==> src/rtl/letc_core_store_buffer_if.sv <==
// letc_core_store_buffer_if: store-buffer signal bundle (request, commit, memory write bus, load probe)
//   slave  modport: the store buffer's view of these signals
//   master modport: the core/memory-side view of these signals (drives requests, commits, bus_ready, load probes)
interface letc_core_store_buffer_if;
    logic        req_valid;
    logic [31:0] req_addr;
    logic        req_ready;
    logic        commit;
    logic [31:0] commit_data;
    logic        flush;
    logic        bus_valid;
    logic [31:0] bus_addr;
    logic [31:0] bus_wdata;
    logic        bus_ready;
    logic        ld_check_valid;
    logic [31:0] ld_check_addr;
    logic        ld_conflict;
    logic        ld_fwd_hit;
    logic [31:0] ld_fwd_data;
    logic        empty;

    modport slave (
        input  req_valid, req_addr, commit, commit_data, flush, bus_ready, ld_check_valid, ld_check_addr,
        output req_ready, bus_valid, bus_addr, bus_wdata, ld_conflict, ld_fwd_hit, ld_fwd_data, empty
    );

    modport master (
        output req_valid, req_addr, commit, commit_data, flush, bus_ready, ld_check_valid, ld_check_addr,
        input  req_ready, bus_valid, bus_addr, bus_wdata, ld_conflict, ld_fwd_hit, ld_fwd_data, empty
    );
endinterface

==> src/rtl/letc_core_store_buffer.sv <==
// letc_core_store_buffer: one pending (address-only) store plus a DEPTH-entry committed FIFO draining to memory
//   clk, rst_n : clock, synchronous active-low reset
//   sb (slave) : req_* address phase, commit/commit_data/flush from writeback,
//                bus_* memory write port, ld_check_* probe with ld_conflict/ld_fwd_hit/ld_fwd_data, empty
//   Define LETC_SB_LOAD_FWD_EN to forward committed store data to loads instead of stalling them.
module letc_core_store_buffer #(
    parameter int DEPTH = 4
) (
    input  logic                         clk,
    input  logic                         rst_n,
    letc_core_store_buffer_if.slave      sb
);
    localparam int AW = $clog2(DEPTH);
    localparam int CW = AW + 1;

    logic          pending_valid;
    logic [29:0]   pending_addr;
    logic [29:0]   fifo_addr [DEPTH];
    logic [31:0]   fifo_data [DEPTH];
    logic [AW-1:0] wr_ptr, rd_ptr;
    logic [CW-1:0] count;
    logic          accept, push, pop;
    logic          pend_hit, cm_hit;
    logic [31:0]   cm_data;
    logic          unused_addr_bits;

    assign unused_addr_bits = ^{sb.req_addr[1:0], sb.ld_check_addr[1:0]};

    assign sb.req_ready = !pending_valid && (count < CW'(DEPTH));
    assign accept       = sb.req_valid && sb.req_ready;
    assign push         = sb.commit && pending_valid;
    assign pop          = sb.bus_valid && sb.bus_ready;

    assign sb.bus_valid = count != '0;
    assign sb.bus_addr  = {fifo_addr[rd_ptr], 2'b00};
    assign sb.bus_wdata = fifo_data[rd_ptr];
    assign sb.empty     = !pending_valid && count == '0;

    always_ff @(posedge clk) begin
        if (!rst_n) begin
            pending_valid <= 1'b0;
            wr_ptr        <= '0;
            rd_ptr        <= '0;
            count         <= '0;
        end else begin
            // accept only happens with no pending entry; commit (push) wins over flush, both clear it
            pending_valid <= accept || (pending_valid && !sb.commit && !sb.flush);
            if (push) wr_ptr <= wr_ptr + 1'b1;
            if (pop) rd_ptr <= rd_ptr + 1'b1;
            count <= count + CW'(push) - CW'(pop);
        end
    end

    always_ff @(posedge clk) begin
        if (accept) pending_addr <= sb.req_addr[31:2];
        if (push) begin
            fifo_addr[wr_ptr] <= pending_addr;
            fifo_data[wr_ptr] <= sb.commit_data;
        end
    end

    assign pend_hit = pending_valid && pending_addr == sb.ld_check_addr[31:2];

    // Walk oldest to youngest so the last match seen is the youngest store.
    always_comb begin
        cm_hit  = 1'b0;
        cm_data = '0;
        for (int k = 0; k < DEPTH; k++) begin
            if (CW'(k) < count && fifo_addr[rd_ptr + AW'(k)] == sb.ld_check_addr[31:2]) begin
                cm_hit = 1'b1;
`ifdef LETC_SB_LOAD_FWD_EN
                cm_data = fifo_data[rd_ptr + AW'(k)];
`endif
            end
        end
    end

`ifdef LETC_SB_LOAD_FWD_EN
    assign sb.ld_conflict = sb.ld_check_valid && pend_hit;
    assign sb.ld_fwd_hit  = sb.ld_check_valid && !pend_hit && cm_hit;
    assign sb.ld_fwd_data = sb.ld_fwd_hit ? cm_data : '0;
`else
    assign sb.ld_conflict = sb.ld_check_valid && (pend_hit || cm_hit);
    assign sb.ld_fwd_hit  = 1'b0;
    assign sb.ld_fwd_data = '0;
`endif
endmodule

==> src/flat_wrapper.sv <==
// flat-port wrapper written by rule: the top's interface ports become plain ports
module letc_core_store_buffer_flat 
#(
    parameter int DEPTH = 4
)
  (clk, rst_n, sb_req_valid, sb_req_addr, sb_commit, sb_commit_data, sb_flush, sb_bus_ready, sb_ld_check_valid, sb_ld_check_addr, sb_req_ready, sb_bus_valid, sb_bus_addr, sb_bus_wdata, sb_ld_conflict, sb_ld_fwd_hit, sb_ld_fwd_data, sb_empty);
  letc_core_store_buffer_if sb_i ();
  input  logic clk;
  input  logic rst_n;
  input wire logic [$bits(sb_i.req_valid)-1:0] sb_req_valid;
  input wire logic [$bits(sb_i.req_addr)-1:0] sb_req_addr;
  input wire logic [$bits(sb_i.commit)-1:0] sb_commit;
  input wire logic [$bits(sb_i.commit_data)-1:0] sb_commit_data;
  input wire logic [$bits(sb_i.flush)-1:0] sb_flush;
  input wire logic [$bits(sb_i.bus_ready)-1:0] sb_bus_ready;
  input wire logic [$bits(sb_i.ld_check_valid)-1:0] sb_ld_check_valid;
  input wire logic [$bits(sb_i.ld_check_addr)-1:0] sb_ld_check_addr;
  output wire logic [$bits(sb_i.req_ready)-1:0] sb_req_ready;
  output wire logic [$bits(sb_i.bus_valid)-1:0] sb_bus_valid;
  output wire logic [$bits(sb_i.bus_addr)-1:0] sb_bus_addr;
  output wire logic [$bits(sb_i.bus_wdata)-1:0] sb_bus_wdata;
  output wire logic [$bits(sb_i.ld_conflict)-1:0] sb_ld_conflict;
  output wire logic [$bits(sb_i.ld_fwd_hit)-1:0] sb_ld_fwd_hit;
  output wire logic [$bits(sb_i.ld_fwd_data)-1:0] sb_ld_fwd_data;
  output wire logic [$bits(sb_i.empty)-1:0] sb_empty;
  assign sb_i.req_valid = sb_req_valid;
  assign sb_i.req_addr = sb_req_addr;
  assign sb_i.commit = sb_commit;
  assign sb_i.commit_data = sb_commit_data;
  assign sb_i.flush = sb_flush;
  assign sb_i.bus_ready = sb_bus_ready;
  assign sb_i.ld_check_valid = sb_ld_check_valid;
  assign sb_i.ld_check_addr = sb_ld_check_addr;
  assign sb_req_ready = sb_i.req_ready;
  assign sb_bus_valid = sb_i.bus_valid;
  assign sb_bus_addr = sb_i.bus_addr;
  assign sb_bus_wdata = sb_i.bus_wdata;
  assign sb_ld_conflict = sb_i.ld_conflict;
  assign sb_ld_fwd_hit = sb_i.ld_fwd_hit;
  assign sb_ld_fwd_data = sb_i.ld_fwd_data;
  assign sb_empty = sb_i.empty;
  letc_core_store_buffer #(.DEPTH(DEPTH)) u_core (.clk(clk), .rst_n(rst_n), .sb(sb_i));
endmodule
==> config.mk <==
export PLATFORM = sky130hd
export DESIGN_NAME = letc_core_store_buffer_flat
export DESIGN_NICKNAME = d
export VERILOG_FILES = /design/src/rtl/letc_core_store_buffer_if.sv /design/src/rtl/letc_core_store_buffer.sv /design/src/flat_wrapper.sv
export SDC_FILE = /design/constraint.sdc
export NUM_CORES = 1
export LEC_CHECK = 0
export CORE_UTILIZATION = 45
export DETAILED_ROUTE_END_ITERATION = 8
export MAX_ROUTING_LAYER = met4
export PLACE_DENSITY = 0.67
export SYNTH_ARGS = -nofsm -noshare
export SYNTH_HDL_FRONTEND = slang
export SYNTH_SLANG_ARGS = --single-unit
==> constraint.sdc <==
create_clock -name clk -period 8.2 [get_ports clk]
set_input_delay 1.64 -clock clk [delete_from_list [all_inputs] [get_ports clk]]
set_output_delay 1.64 -clock clk [all_outputs]
set_load 0.1 [all_outputs]
==> flow_summary.toml <==
[clock_network]
clockBufferDepth = 3
ctsRootBufferMaster = "clkbuf_16"
postCtsSetupRepairBufs = 0
cts_tree = "built"
cts_max_level = 1
worstSkewPairLatency_ps = 570
cts_sinks = 288
cts_made_buffers = 31
postCtsHoldBufs = 0
cts.clk_slew.worst_paths_ps = 60
post_cts_resized = 0

[worst_setup_path]
worst_r2r_endpoint = "u_core.fifo_addr[3][27]$_DFFE_PP_"
end_kind = "output pin"
startpoint_type = "input port"
crit_path_max_fanout = 9
r2r_slack_ps = 5980
cp.required_ps = 6560
r2r-start = "u_core.pending_valid$_SDFF_PN0_"
rr_worst_depth = 2
crit_type = "input port to output pin"
worstPathArrival_ps = 5330

[drt]
drc = 0
detail-route-antenna-nets = 0
vias = 8652
drt_wl_total_mm = 37.05
avgRoutedWirePerCell_um = 24.70
first_pass_iters = 5
vias_per_cell = 5.768
dr.first_iter.drc_count = 714

[pwr]
leakagePower_nw = 5.537
peakVddDrop_mv = 0.2546
p_per_area_nw_per_um2 = 314.7

[job]
drv_cap = 0

[synthesis]
ys_ff_latch = 288
synth.largest_area_cell = "edfxtp_1"
netlist_area_um2 = 15100
synth_top_cell_area_share = 0.5529
async_reset_ff_frac = 0
synth_common_cells = "278 x edfxtp_1, 121 x mux4_2, 92 x xnor2_1"
syn-mean-instance-area_um2 = 16.93
synth_area_leaders = "edfxtp_1 55%, mux4_2 18%, xnor2_1 5.3%"
syn_inst = 892
synth_top_flop_cell = "edfxtp_1"
seq_area_frac_synth = 0.5662
synth.most_common_cell = "edfxtp_1"
yosysWarnings = 0
synth_cell_types = 56
synth_edf_count = 278

[global_routing]
grt_pass1_wl_mm = 54.23
grt_pass1_vias = 8576
antenna_found_initial = 3
grt_usage = 0.2262
grt_max_degree = 61
gr-total-overflow = 0

[cells_and_area]
final_util = 0.5442
drive_above_1_share = 0.1810
syn_to_final_growth_pct = 18.17
nets = 1142

[sta]
skew_ps = 13.74
fmax_mhz = 143.5
hold_viol = 0
tns_ps = 0
fin_crit_ps = 6966
max_slew_margin = 0.2915
slew_violations = 0
tightest_slew_ps = 1059
min_period_over_period = 0.8496
setup-violations-final = 0
rsz0062_at_grt = "false"

[placed_design]
place_congestion = 0.9229
port_buffers = 164
dp_hpwl_mm = 25.31

[die]
rows = 66
boundaryPins = 204
core_um2 = 32780
initial_utilization = 0.4605
die_x_um = 185.2
die_h_um = 185.2
fp.dieArea_um2 = 34290

[worst_hold_path]
hold-path-cell-count = 2
hold_path_class = "flop to flop"
min_from = "u_core.wr_ptr[1]$_SDFFE_PN0P_"
holdPathEnd = "u_core.wr_ptr[1]$_SDFFE_PN0P_"

[run_status]
status = "finished, final reports clean"
registers in the layout, indices dropped and copies added, names as in the netlist, named ones only:
register / cells
u_core.fifo_data: 128
u_core.fifo_addr: 120
u_core.pending_addr: 30
u_core.count: 3
u_core.rd_ptr: 2
u_core.wr_ptr: 2
u_core.pending_valid: 1
power by group:
group | switching, mW | internal [mW]
clock network | 0.562 | 0.785
logic | 1.56 | 0.828
registers | 0.173 | 1.70
total | 2.30 | 3.32
routing by layer:
metal	wire [um]	vias up	global-route usage
met1	15300	4425	0.2966
met4	1372	0	0.08231
li1	-	3789	-
met3	3184	63	0.05702
met2	17190	375	0.3417
met5	0	-	-
how the worst max path moves through the flow:
stage	startpoint	depth (start not counted)	slack [ps]	end
after global routing	sb_ld_check_addr[18]	8	1150	sb_ld_conflict
final	sb_ld_check_addr[8]	8	1230	sb_ld_conflict
after CTS	sb_ld_check_addr[8]	8	1270	sb_ld_conflict
after detailed placement	sb_ld_check_addr[8]	8	1280	sb_ld_conflict
after floorplan	sb_ld_check_addr[8]	7	2370	sb_ld_conflict
after global placement	sb_ld_check_addr[8]	8	1270	sb_ld_conflict
metrics by stage:
step	power, mW	instances	worst slack [ps]	instance area (um2)	hold slack, ps
2_1_floorplan	3.786	926	2371	15230	476.4
3_3_place_gp	4.302	1439	1267	16840	497.7
3_5_place_dp	4.313	1439	1283	16840	518.4
4_1_cts	5.670	1497	1274	17830	526.7
5_1_grt	5.831	1500	1154	17840	555.0
6_report	5.615	1500	1234	17840	528.8
layout by cell type, fill, tap and decap left out, types with 9 or more instances in the layout:
master / count
mux2i_1: 64
nand2_1: 12
nor4_1: 18
nor2_1: 9
mux4_2: 121
clkbuf_16: 33
clkbuf_1: 11
inv_1: 13
o22ai_1: 11
clkdlybuf4s50_1: 164
nand4_1: 22
edfxtp_1: 278
conb_1: 35
xnor2_1: 92
xor2_1: 50
buf_4: 10
layout make-up:
type,count,area (um2)
fill,2612,14940
sequential,288,8563
multi-input combinational,521,5939
timing repair buffer,175,1737
clock buffer,46,894.6
tap,442,553.0
clock inverter,12,97.59
inverter,13,48.80
antenna,3,7.507
critical path, stage by stage:
cell,delay [ps]
clkdlybuf4s50_1,790
o22ai_1,160
a221o_1,280
or4_4,530
a2111oi_2,350
nand3_1,140
a41oi_2,260
clkdlybuf4s50_1,1180
kinds of logic after synthesis:
family / count (synthesis) / share of synthesized area
other: 1 / 0.0002484
buffers and inverters: 117 / 0.04931
and+or+nand+nor: 90 / 0.03406
xor gates and xnor gates: 142 / 0.08237
AOI/OAI and AO/OA: 52 / 0.02611
DFF: 288 / 0.5662
adders and majority gates: 9 / 0.007956
muxes: 193 / 0.2338
No activity file was read; power rests on OpenSTA's default activity.
